[src/rtl/vram_port_arbiter_if.sv]
// Port-2 bundle for vram_port_arbiter: VGA timing inputs, game-side write queue,
// the tile-map memory port and status flags. The arbiter connects through the slave modport.
interface vram_port_arbiter_if;
    logic        bright;
    logic [15:0] hCount;
    logic [15:0] vCount;
    logic        wr_req;
    logic [7:0]  wr_x;
    logic [6:0]  wr_y;
    logic [15:0] wr_glyph;
    logic        wr_ready;
    logic [15:0] mem_addr;
    logic        mem_we;
    logic [15:0] mem_wdata;
    logic [15:0] mem_rdata;
    logic [15:0] glyph;
    logic        glyph_valid;
    logic        overflow;
    logic        bad_coord;
    logic        clear_busy;

    modport master (
        output bright, hCount, vCount, wr_req, wr_x, wr_y, wr_glyph, mem_rdata,
        input  wr_ready, mem_addr, mem_we, mem_wdata, glyph, glyph_valid,
               overflow, bad_coord, clear_busy
    );

    modport slave (
        input  bright, hCount, vCount, wr_req, wr_x, wr_y, wr_glyph, mem_rdata,
        output wr_ready, mem_addr, mem_we, mem_wdata, glyph, glyph_valid,
               overflow, bad_coord, clear_busy
    );
endinterface

[src/rtl/vram_port_arbiter.sv]
// Shares tile-map port 2 between visible-pixel glyph fetches and queued game writes
// drained during blanking. Define CLEAR_ON_RESET_EN to zero the tile map after reset.
module vram_port_arbiter #(
    parameter int          FIFO_DEPTH = 4,
    parameter logic [15:0] BASE_ADDR  = 16'd40000,
    parameter int          COLS       = 160,
    parameter int          ROWS       = 120
) (
    input logic               clk,
    input logic               rst_n,
    vram_port_arbiter_if.slave bus
);
    localparam int          AW      = (FIFO_DEPTH > 1) ? $clog2(FIFO_DEPTH) : 1;
    localparam logic [AW:0] DEPTH_L = (AW + 1)'(FIFO_DEPTH);
    localparam logic [15:0] COLS16  = 16'(COLS);
    localparam logic [15:0] ROWS16  = 16'(ROWS);

`ifdef CLEAR_ON_RESET_EN
    typedef enum logic [1:0] {CLEAR = 2'd0, DISPLAY = 2'd1, BLANK = 2'd2} stateT;
    localparam stateT       RESET_STATE = CLEAR;
    localparam logic        CLEAR_BUSY_RST = 1'b1;
    localparam logic [15:0] CLEAR_LAST = 16'(COLS * ROWS - 1);
`else
    typedef enum logic [1:0] {DISPLAY = 2'd1, BLANK = 2'd2} stateT;
    localparam stateT       RESET_STATE = BLANK;
    localparam logic        CLEAR_BUSY_RST = 1'b0;
`endif

    typedef struct packed {
        logic [7:0]  x;
        logic [6:0]  y;
        logic [15:0] glyph;
    } wrEntryT;

    stateT       state;
    wrEntryT     fifoMem [FIFO_DEPTH];
    logic [AW-1:0] wrPtr, rdPtr;
    logic [AW:0]   level, levelNext;
    logic        wrReadyReg, overflowReg, badCoordReg, clearBusyReg;
    logic        memWeReg;
    logic [15:0] memAddrReg, memWdataReg;
    logic        brightD1, brightD2, glyphValidReg;
    logic [15:0] glyphReg;
    logic        inClear, pushEn, popEn, headInRange;
    logic [15:0] dispAddr, wrAddr;
    wrEntryT     head;
`ifdef CLEAR_ON_RESET_EN
    logic [15:0] clrCnt;
    assign inClear = (state == CLEAR);
`else
    assign inClear = 1'b0;
`endif

    assign head        = fifoMem[rdPtr];
    assign pushEn      = bus.wr_req && wrReadyReg;
    // Pops follow bright directly so the first visible cycle never issues a write.
    assign popEn       = !inClear && !bus.bright && (level != '0);
    assign headInRange = ({8'd0, head.x} < COLS16) && ({9'd0, head.y} < ROWS16);
    assign dispAddr    = BASE_ADDR + (bus.vCount >> 2) * COLS16 + (bus.hCount >> 2);
    assign wrAddr      = BASE_ADDR + {9'd0, head.y} * COLS16 + {8'd0, head.x};

    always_comb begin
        levelNext = level;
        case ({pushEn, popEn})
            2'b10:   levelNext = level + (AW + 1)'(1);
            2'b01:   levelNext = level - (AW + 1)'(1);
            default: levelNext = level;
        endcase
    end

    // Queue storage carries no reset; validity is tracked by the pointers.
    always_ff @(posedge clk) begin
        if (pushEn) fifoMem[wrPtr] <= '{bus.wr_x, bus.wr_y, bus.wr_glyph};
    end

    always_ff @(posedge clk or negedge rst_n) begin
        if (!rst_n) begin
            state         <= RESET_STATE;
            wrPtr         <= '0;
            rdPtr         <= '0;
            level         <= '0;
            wrReadyReg    <= 1'b0;
            overflowReg   <= 1'b0;
            badCoordReg   <= 1'b0;
            clearBusyReg  <= CLEAR_BUSY_RST;
            memWeReg      <= 1'b0;
            memAddrReg    <= BASE_ADDR;
            memWdataReg   <= '0;
            brightD1      <= 1'b0;
            brightD2      <= 1'b0;
            glyphValidReg <= 1'b0;
            glyphReg      <= '0;
`ifdef CLEAR_ON_RESET_EN
            clrCnt        <= '0;
`endif
        end else begin
            if (pushEn) wrPtr <= wrPtr + AW'(1);
            if (popEn)  rdPtr <= rdPtr + AW'(1);
            level <= levelNext;
            if (bus.wr_req && !wrReadyReg) overflowReg <= 1'b1;

            // Two stages line glyph_valid up with the synchronous memory read.
            brightD1      <= bus.bright && !inClear;
            brightD2      <= brightD1;
            glyphValidReg <= brightD2;
            glyphReg      <= brightD2 ? bus.mem_rdata : 16'd0;

            case (state)
`ifdef CLEAR_ON_RESET_EN
                CLEAR: begin
                    memWeReg    <= 1'b1;
                    memAddrReg  <= BASE_ADDR + clrCnt;
                    memWdataReg <= 16'd0;
                    wrReadyReg  <= 1'b0;
                    if (clrCnt == CLEAR_LAST) begin
                        state        <= bus.bright ? DISPLAY : BLANK;
                        clearBusyReg <= 1'b0;
                        clrCnt       <= '0;
                        wrReadyReg   <= 1'b1;
                    end else begin
                        clrCnt <= clrCnt + 16'd1;
                    end
                end
`endif
                DISPLAY, BLANK: begin
                    state      <= bus.bright ? DISPLAY : BLANK;
                    wrReadyReg <= (levelNext != DEPTH_L);
                    if (bus.bright) begin
                        memAddrReg <= dispAddr;
                        memWeReg   <= 1'b0;
                    end else if (popEn && headInRange) begin
                        memAddrReg  <= wrAddr;
                        memWdataReg <= head.glyph;
                        memWeReg    <= 1'b1;
                    end else begin
                        memWeReg <= 1'b0;
                        if (popEn) badCoordReg <= 1'b1;
                    end
                end
                default: begin
                    state    <= RESET_STATE;
                    memWeReg <= 1'b0;
                end
            endcase
        end
    end

    assign bus.wr_ready    = wrReadyReg;
    assign bus.mem_addr    = memAddrReg;
    assign bus.mem_we      = memWeReg;
    assign bus.mem_wdata   = memWdataReg;
    assign bus.glyph       = glyphReg;
    assign bus.glyph_valid = glyphValidReg;
    assign bus.overflow    = overflowReg;
    assign bus.bad_coord   = badCoordReg;
    assign bus.clear_busy  = clearBusyReg;
endmodule
[src/flat_wrapper.sv]
// flat-port wrapper written by rule: the top's interface ports become plain ports
module vram_port_arbiter_flat 
#(
    parameter int          FIFO_DEPTH = 4,
    parameter logic [15:0] BASE_ADDR  = 16'd40000,
    parameter int          COLS       = 160,
    parameter int          ROWS       = 120
)
  (clk, rst_n, bus_bright, bus_hCount, bus_vCount, bus_wr_req, bus_wr_x, bus_wr_y, bus_wr_glyph, bus_mem_rdata, bus_wr_ready, bus_mem_addr, bus_mem_we, bus_mem_wdata, bus_glyph, bus_glyph_valid, bus_overflow, bus_bad_coord, bus_clear_busy);
  vram_port_arbiter_if bus_i ();
  input logic clk;
  input logic rst_n;
  input wire logic [$bits(bus_i.bright)-1:0] bus_bright;
  input wire logic [$bits(bus_i.hCount)-1:0] bus_hCount;
  input wire logic [$bits(bus_i.vCount)-1:0] bus_vCount;
  input wire logic [$bits(bus_i.wr_req)-1:0] bus_wr_req;
  input wire logic [$bits(bus_i.wr_x)-1:0] bus_wr_x;
  input wire logic [$bits(bus_i.wr_y)-1:0] bus_wr_y;
  input wire logic [$bits(bus_i.wr_glyph)-1:0] bus_wr_glyph;
  input wire logic [$bits(bus_i.mem_rdata)-1:0] bus_mem_rdata;
  output wire logic [$bits(bus_i.wr_ready)-1:0] bus_wr_ready;
  output wire logic [$bits(bus_i.mem_addr)-1:0] bus_mem_addr;
  output wire logic [$bits(bus_i.mem_we)-1:0] bus_mem_we;
  output wire logic [$bits(bus_i.mem_wdata)-1:0] bus_mem_wdata;
  output wire logic [$bits(bus_i.glyph)-1:0] bus_glyph;
  output wire logic [$bits(bus_i.glyph_valid)-1:0] bus_glyph_valid;
  output wire logic [$bits(bus_i.overflow)-1:0] bus_overflow;
  output wire logic [$bits(bus_i.bad_coord)-1:0] bus_bad_coord;
  output wire logic [$bits(bus_i.clear_busy)-1:0] bus_clear_busy;
  assign bus_i.bright = bus_bright;
  assign bus_i.hCount = bus_hCount;
  assign bus_i.vCount = bus_vCount;
  assign bus_i.wr_req = bus_wr_req;
  assign bus_i.wr_x = bus_wr_x;
  assign bus_i.wr_y = bus_wr_y;
  assign bus_i.wr_glyph = bus_wr_glyph;
  assign bus_i.mem_rdata = bus_mem_rdata;
  assign bus_wr_ready = bus_i.wr_ready;
  assign bus_mem_addr = bus_i.mem_addr;
  assign bus_mem_we = bus_i.mem_we;
  assign bus_mem_wdata = bus_i.mem_wdata;
  assign bus_glyph = bus_i.glyph;
  assign bus_glyph_valid = bus_i.glyph_valid;
  assign bus_overflow = bus_i.overflow;
  assign bus_bad_coord = bus_i.bad_coord;
  assign bus_clear_busy = bus_i.clear_busy;
  vram_port_arbiter #(.FIFO_DEPTH(FIFO_DEPTH), .BASE_ADDR(BASE_ADDR), .COLS(COLS), .ROWS(ROWS)) u_core (.clk(clk), .rst_n(rst_n), .bus(bus_i));
endmodule
[config.mk]
export PLATFORM = sky130hd
export DESIGN_NAME = vram_port_arbiter_flat
export DESIGN_NICKNAME = d
export VERILOG_FILES = /design/src/rtl/vram_port_arbiter_if.sv /design/src/rtl/vram_port_arbiter.sv /design/src/flat_wrapper.sv
export SDC_FILE = /design/constraint.sdc
export NUM_CORES = 1
export LEC_CHECK = 0
export ABC_AREA = 1
export CAP_MARGIN = 30
export CORE_ASPECT_RATIO = 1.25
export CORE_MARGIN = 5
export CORE_UTILIZATION = 45
export CTS_CLUSTER_SIZE = 24
export DETAILED_ROUTE_END_ITERATION = 10
export PLACE_DENSITY = 0.78
export SLEW_MARGIN = 5
export SYNTH_ARGS = -nofsm -noshare
export SYNTH_HDL_FRONTEND = slang
export SYNTH_SLANG_ARGS = --single-unit
[constraint.sdc]
create_clock -name clk -period 3.3 [get_ports clk]
set_input_delay 0.66 -clock clk [delete_from_list [all_inputs] [get_ports clk]]
set_output_delay 0.66 -clock clk [all_outputs]
set_load 0.1 [all_outputs]
==> metrics, run 1 <==
worst-skew pair later-pin latency=between 400 and 500 ps; Placed Area=approximately 11,000 um^2; largest family of logic cells by synthesized area=simple AND/OR/NAND/NOR gates; post-synth cell types=45; type of origin of the critical path=register; Yosys warnings=1; Post-synth top flop=edfxtp_1; Mapped Cells=around 840; Final GP Congestion=0.9063; antenna violations before repair=0; Core Region=19,400 um^2; chip height=166.9 um; Mapped Nets=982; critical path fanouts, max=7; vias in the first global route=6,438; CP top delay family=adder cells; Synth Area per Inst=10.59 um^2; XOR/XNOR Fraction of Synth Area=1.581%; Die X-Extent=roughly 140 um; dpl ws=-598.2 ps; final worst slack=approximately 60 ps; final period utilization=a little over nine tenths; via/cell ratio=5.080; Synth Area in Compound Gates=8.554%; CP Class=reg2reg; clock sink count=188; CTS Buf Count=17; asr flop ratio synth=around 34%; CP Buf/Inv Count=5; Routed Antenna Nets=0; I/O pin cnt=137; synthesis-stage register bit count=188; hpwl dp=approximately 14,000 um; first-pass GRT wire length=31,860 um; CTS Hold Bufs=0; Layout fillers=approximately 1,500; Area Overhead vs Synth=32.11%; Routed WL per cell=16.40 um; critical path arrival=3600 ps; Post-synth EDFFs=around 120; Worst slew margin=50.69%; most frequent cells in the layout=175 x nand2_1, 124 x edfxtp_1, 115 x buf_4; GRT overflow=0; CP Capture Type=register; endpoints failing hold=0; worst hold slack=around 120 ps; final net count=1,167; Final Max Tran Viols=0; Post-Synth Adder-Cell Area=9.176%; delay of the slowest critical-path stage=560 ps; worst-margin pin slew=733.4 ps; die area=about 23,000 um^2; CTS tree=yes; final worst path period need=roughly 3200 ps; crit path cell chain=inv_8, nor2_1, o22ai_4, ha_1, ha_1, inv_1, fa_1, inv_2, nand2_2, a21oi_2, buf_4, buf_4, a21oi_1, o21ai_0, o21ai_0, nand2_1, nand2_1; First-pass DRT Iterations=5; CTS clock-pin slew for the worst setup and hold paths=70 ps; Synth Area in Simple Gates=14.72%; final setup violation count=0; Worst Skew=15.43 ps; DRC=0; mapped cell area=8864 um^2; Initial Util=45.69%; Critical-path top delay cell=dfrtp_2; Port Buffer Count=between 100 and 150; num rows=57; hold crit path type=in2async; Fmax=308.7 MHz; overall routed net length=21,330 um; register area share after synthesis=60.16%; max-cap viol count=0; setup_tns=0 ps; Total GRT Usage=about 18%; leading cell type in the layout, fill and taps excluded=nand2_1; Diodes inserted=0; Req. time, crit path=3660 ps; clock buffer depth=2; fraction of layout instances using a drive strength above 1=22.22%; multiplexer area fraction after synthesis=0%; Iter 0 DRT Violations=459; outcome=completed; Finished Cell Area=approximately 12,000 um^2; CTS HTree Levels=4; clock root buffer=clkbuf_16; routed vias=approximately 6,600; largest net degree at the start of global routing=32
[final timing paths]
path | endpoint | depth (start not counted) | start | slack, ps
worst max-delay path | u_core.bus.mem_addr[10]$_DFFE_PN1P_ | 17 | u_core.rdPtr[0]$_DFFE_PN0P_ | 60
worst min-delay path | u_core.bus.glyph[0]$_DFF_PN0_ | 1 | rst_n | 120
worst max register to register | u_core.bus.mem_addr[10]$_DFFE_PN1P_ | 17 | u_core.rdPtr[0]$_DFFE_PN0P_ | 60
worst min register to register | u_core.brightD2$_DFF_PN0_ | 0 | u_core.brightD1$_DFF_PN0_ | 350
max in group asynchronous | u_core.bus.mem_addr[15]$_DFFE_PN1P_ | 2 | rst_n | 2420
min in group clk | u_core.brightD2$_DFF_PN0_ | 0 | u_core.brightD1$_DFF_PN0_ | 350
[state kept, by name (all words and copies together) (netlist names)]
signal                  cells
u_core.level                3
u_core.bus.wr_ready         1
u_core.bus.overflow         1
u_core.bus.bad_coord        1
u_core.brightD2             1
u_core.wrPtr                2
u_core.fifoMem            124
u_core.bus.glyph_valid      1
u_core.bus.mem_we           1
u_core.rdPtr                2
u_core.brightD1             1
u_core.bus.glyph           16
u_core.state                2
u_core.bus.mem_addr        16
u_core.bus.mem_wdata       16
[Yosys cell counts, types with 2 or more instances]
| master | n | share of area, % |
|---|---|---|
| ha_1 | 57 | 8.0 |
| buf_1 | 2 | 0.085 |
| o21bai_1 | 2 | 0.17 |
| o21ai_0 | 62 | 3.5 |
| edfxtp_1 | 124 | 42 |
| nand3_1 | 42 | 2.4 |
| xor2_1 | 7 | 0.69 |
| buf_4 | 4 | 0.34 |
| clkbuf_1 | 13 | 0.55 |
| dfstp_2 | 6 | 1.8 |
| a21oi_1 | 27 | 1.5 |
| inv_2 | 4 | 0.17 |
| o22ai_1 | 23 | 1.6 |
| nand2_1 | 184 | 7.8 |
| nand3_2 | 2 | 0.23 |
| xnor2_1 | 9 | 0.89 |
| dfrtp_1 | 58 | 16 |
| a31oi_1 | 11 | 0.78 |
| nand4_1 | 4 | 0.28 |
| buf_6 | 3 | 0.38 |
| nor2_1 | 78 | 3.3 |
| buf_2 | 6 | 0.34 |
| fa_1 | 5 | 1.1 |
| inv_1 | 83 | 3.5 |
[metrics by stage]
step / util, % / instances
finish: 60.37 / 1300
CTS: 57.63 / 1277
global route: 60.37 / 1300
floorplan: - / 837
detailed placement: 54.28 / 1244
global placement: 54.28 / 1244
[timing repair]
item / CTS / global route
setup endpoints to repair: 4 / 5
setup buffers: 1 / 20
gates resized for setup: 9 / 62
pin swaps: 1 / 34
gates cloned: 0 / 3
[cells by family (layout without fill, tap and decap cells)]
| kind of cell | after synthesis | after routing |
|---|---|---|
| DFF | 188 | 188 |
| buffers and inverters | 119 | 317 |
| other | 1 | 1 |
| xor gates and xnor gates | 16 | 16 |
| AOI/OAI and AO/OA | 133 | 133 |
| adders and majority gates | 62 | 62 |
| and+or+nand+nor | 318 | 318 |
[cell type report]
class / instances / area [um^2] / share of cell area (%)
Sequential cell: 188 / 5334 / 45.55
Multi-Input combinational cell: 530 / 3385 / 28.90
Timing Repair Buffer: 194 / 1709 / 14.60
Clock buffer: 17 / 425.4 / 3.633
Inverter: 90 / 350.3 / 2.992
Tap cell: 265 / 331.6 / 2.831
Clock inverter: 15 / 168.9 / 1.442
Timing Repair inverter: 1 / 6.256 / 0.05342
[per-layer routing]
layer	vias up	GRT usage [%]	share of wire [%]
met5	-	0	0
met4	0	5.831	2.4
met3	41	3.681	5.3
met1	3157	21.60	39
met2	200	31.80	53
li1	3206	-	-
Power of run 1 is left out: the tool's default activity adds up to more than one toggle a clock period on the data nets, which glitch-free logic cannot reach.
==> run 2: changes to the inputs <==
--- a/config.mk
+++ b/config.mk
@@ -8,12 +8,12 @@
 export ABC_AREA = 1
 export CAP_MARGIN = 30
 export CORE_ASPECT_RATIO = 1.25
-export CORE_MARGIN = 5
+export CORE_MARGIN = 2
 export CORE_UTILIZATION = 45
 export CTS_CLUSTER_SIZE = 24
 export DETAILED_ROUTE_END_ITERATION = 10
 export PLACE_DENSITY = 0.78
-export SLEW_MARGIN = 5
+export SLEW_MARGIN = 20
 export SYNTH_ARGS = -nofsm -noshare
 export SYNTH_HDL_FRONTEND = slang
 export SYNTH_SLANG_ARGS = --single-unit
==> constraint.sdc (replaced) <==
create_clock -name clk -period 3.3 [get_ports clk]
set_input_delay 0.66 -clock clk [delete_from_list [all_inputs] [get_ports clk]]
set_output_delay 0.66 -clock clk [all_outputs]
set_load 0.005 [all_outputs]
==> metrics, run 2 (synthesized netlist as in run 1, its figures left out) <==
outcome=completed; GRT overflow=0; num rows=57; first-pass GRT wire length=roughly 32,000 um; worst hold slack=~180 ps; largest net degree at the start of global routing=36; antenna violations before repair=0; hold crit path type=in2async; endpoints failing hold=0; CTS Hold Bufs=0; I/O pin cnt=approximately 140; final setup violation count=0; leak pwr=between 5 and 6 nW; final worst path period need=roughly 3200 ps; CTS Buf Count=17; Port Buffer Count=128; final worst slack=between 70 and 80 ps; routed vias=~6,700; chip height=160.9 um; peak supply drop=0.7244 mV; overall routed net length=20,970 um; critical path arrival=3580 ps; Worst Skew=slightly above 10 ps; Req. time, crit path=3660 ps; Die X-Extent=129.5 um; clock buffer depth=2; type of origin of the critical path=register; hpwl dp=13,650 um; First-pass DRT Iterations=5; final period utilization=97.70%; CP Capture Type=register; Total GRT Usage=19.50%; worst-margin pin slew=717.0 ps; max FFs per register=124; Routed Antenna Nets=0; most frequent cells in the layout=179 x nand2_1, 124 x edfxtp_1, 121 x clkdlybuf4s50_1; max-cap viol count=0; Routed WL per cell=~16 um; final net count=1,170; worst-skew pair later-pin latency=430 ps; PwrDens=1103 nW/um^2; CTS clock-pin slew for the worst setup and hold paths=~70 ps; clock root buffer=clkbuf_16; Core Region=19,400 um^2; Iter 0 DRT Violations=460; Diodes inserted=0; CTS HTree Levels=4; via/cell ratio=about 5.1; Area Overhead vs Synth=33.51%; Final GP Congestion=0.8309; DRC=0; CTS tree=yes; CP Class=reg2reg; largest register by flop count=u_core.fifoMem; vias in the first global route=around 6,700; Initial Util=45.69%; dpl ws=-650.9 ps; fraction of layout instances using a drive strength above 1=17.15%; leading cell type in the layout, fill and taps excluded=nand2_1; clock sink count=approximately 190; die area=20,840 um^2; Final Max Tran Viols=0; Worst slew margin=51.79%; critical path fanouts, max=8; Fmax=about 310 MHz
## run 2: path summary, 6_finish.rpt
kind	startpoint	end	slack, ps	cells past startpoint
setup / recovery	u_core.rdPtr[0]$_DFFE_PN0P_	u_core.bus.mem_addr[14]$_DFFE_PN0P_	80	18
hold / removal	rst_n	u_core.bus.glyph[2]$_DFF_PN0_	180	1
min in group clk	u_core.brightD1$_DFF_PN0_	u_core.brightD2$_DFF_PN0_	350	0
setup reg to reg	u_core.rdPtr[0]$_DFFE_PN0P_	u_core.bus.mem_addr[14]$_DFFE_PN0P_	80	18
hold reg to reg	u_core.brightD1$_DFF_PN0_	u_core.brightD2$_DFF_PN0_	350	0
max in group asynchronous	rst_n	u_core.state[1]$_DFF_PN1_	2330	2
## run 2: where the power goes
group          leakage (nW)  switching, mW  internal (mW)
sequential             1.90          0.265           3.14
clock                 0.291          0.959           1.08
combinational          2.83           4.22           3.39
total                  5.03           5.45           7.61
## run 2: critical path: stages (launching register included)
cell and delay, ps:
dfrtp_2 570, buf_6 150, nand2_1 90, a32oi_4 280, ha_4 260, ha_4 170, fa_2 420, buf_4 170
nand2_1 70, nand3_1 70, nand3_1 110, nand2_2 90, inv_1 80, ha_1 220, nand2_1 80, nand2_1 50
nand2_1 50, nand3_1 70, a21oi_1 150
## run 2: final cells by class
type | count | area (um^2)
fillers | 1536 | 7565
flip-flops and latches | 188 | 5334
multi-input cells | 530 | 3354
repair buffers | 197 | 1851
clock buffers | 17 | 425.4
inverters | 90 | 355.3
well taps | 265 | 331.6
clock inverters | 15 | 173.9
repair inverters | 1 | 8.758
## run 2: metal layers
| metal | up-vias | track usage, % | wire [um] |
|---|---|---|---|
| li1 | 3210 | - | - |
| met1 | 3182 | 22.77 | 8347 |
| met2 | 225 | 34.67 | 10780 |
| met3 | 36 | 4.597 | 1382 |
| met4 | 0 | 7.087 | 459 |
| met5 | - | 0 | 0 |
## run 2: metrics by stage
step | area [um^2] | setup TNS [ps] | utilization, % | instances | total power [mW]
floorplan | 8877 | -0.6695 | - | 837 | 7.648
global placement | 10690 | -2789 | 55.10 | 1249 | 9.525
detailed placement | 10690 | -3127 | 55.10 | 1249 | 9.760
CTS | 11380 | 0 | 58.64 | 1281 | 11.96
global route | 11830 | -110.8 | 61.00 | 1303 | 14.12
finish | 11830 | 0 | 61.00 | 1303 | 13.06
## run 2: timing repair
action,in CTS,in global routing
endpoints found under the hold margin,0,0
gates cloned,0,2
endpoints found under the setup margin,4,6
pin swaps,5,30
buffers inserted,0,20
resized for setup,15,58
Note: power is estimated with default switching activity, not from simulation.
==> run 3: changes to the inputs <==
--- a/config.mk
+++ b/config.mk
@@ -12,6 +12,7 @@
 export CORE_UTILIZATION = 45
 export CTS_CLUSTER_SIZE = 24
 export DETAILED_ROUTE_END_ITERATION = 10
+export GPL_TIMING_DRIVEN = 1
 export PLACE_DENSITY = 0.78
 export SLEW_MARGIN = 20
 export SYNTH_ARGS = -nofsm -noshare
==> results of run 3 <==
Same layout as run 2: the final DEF is identical, and so are final timing and power.
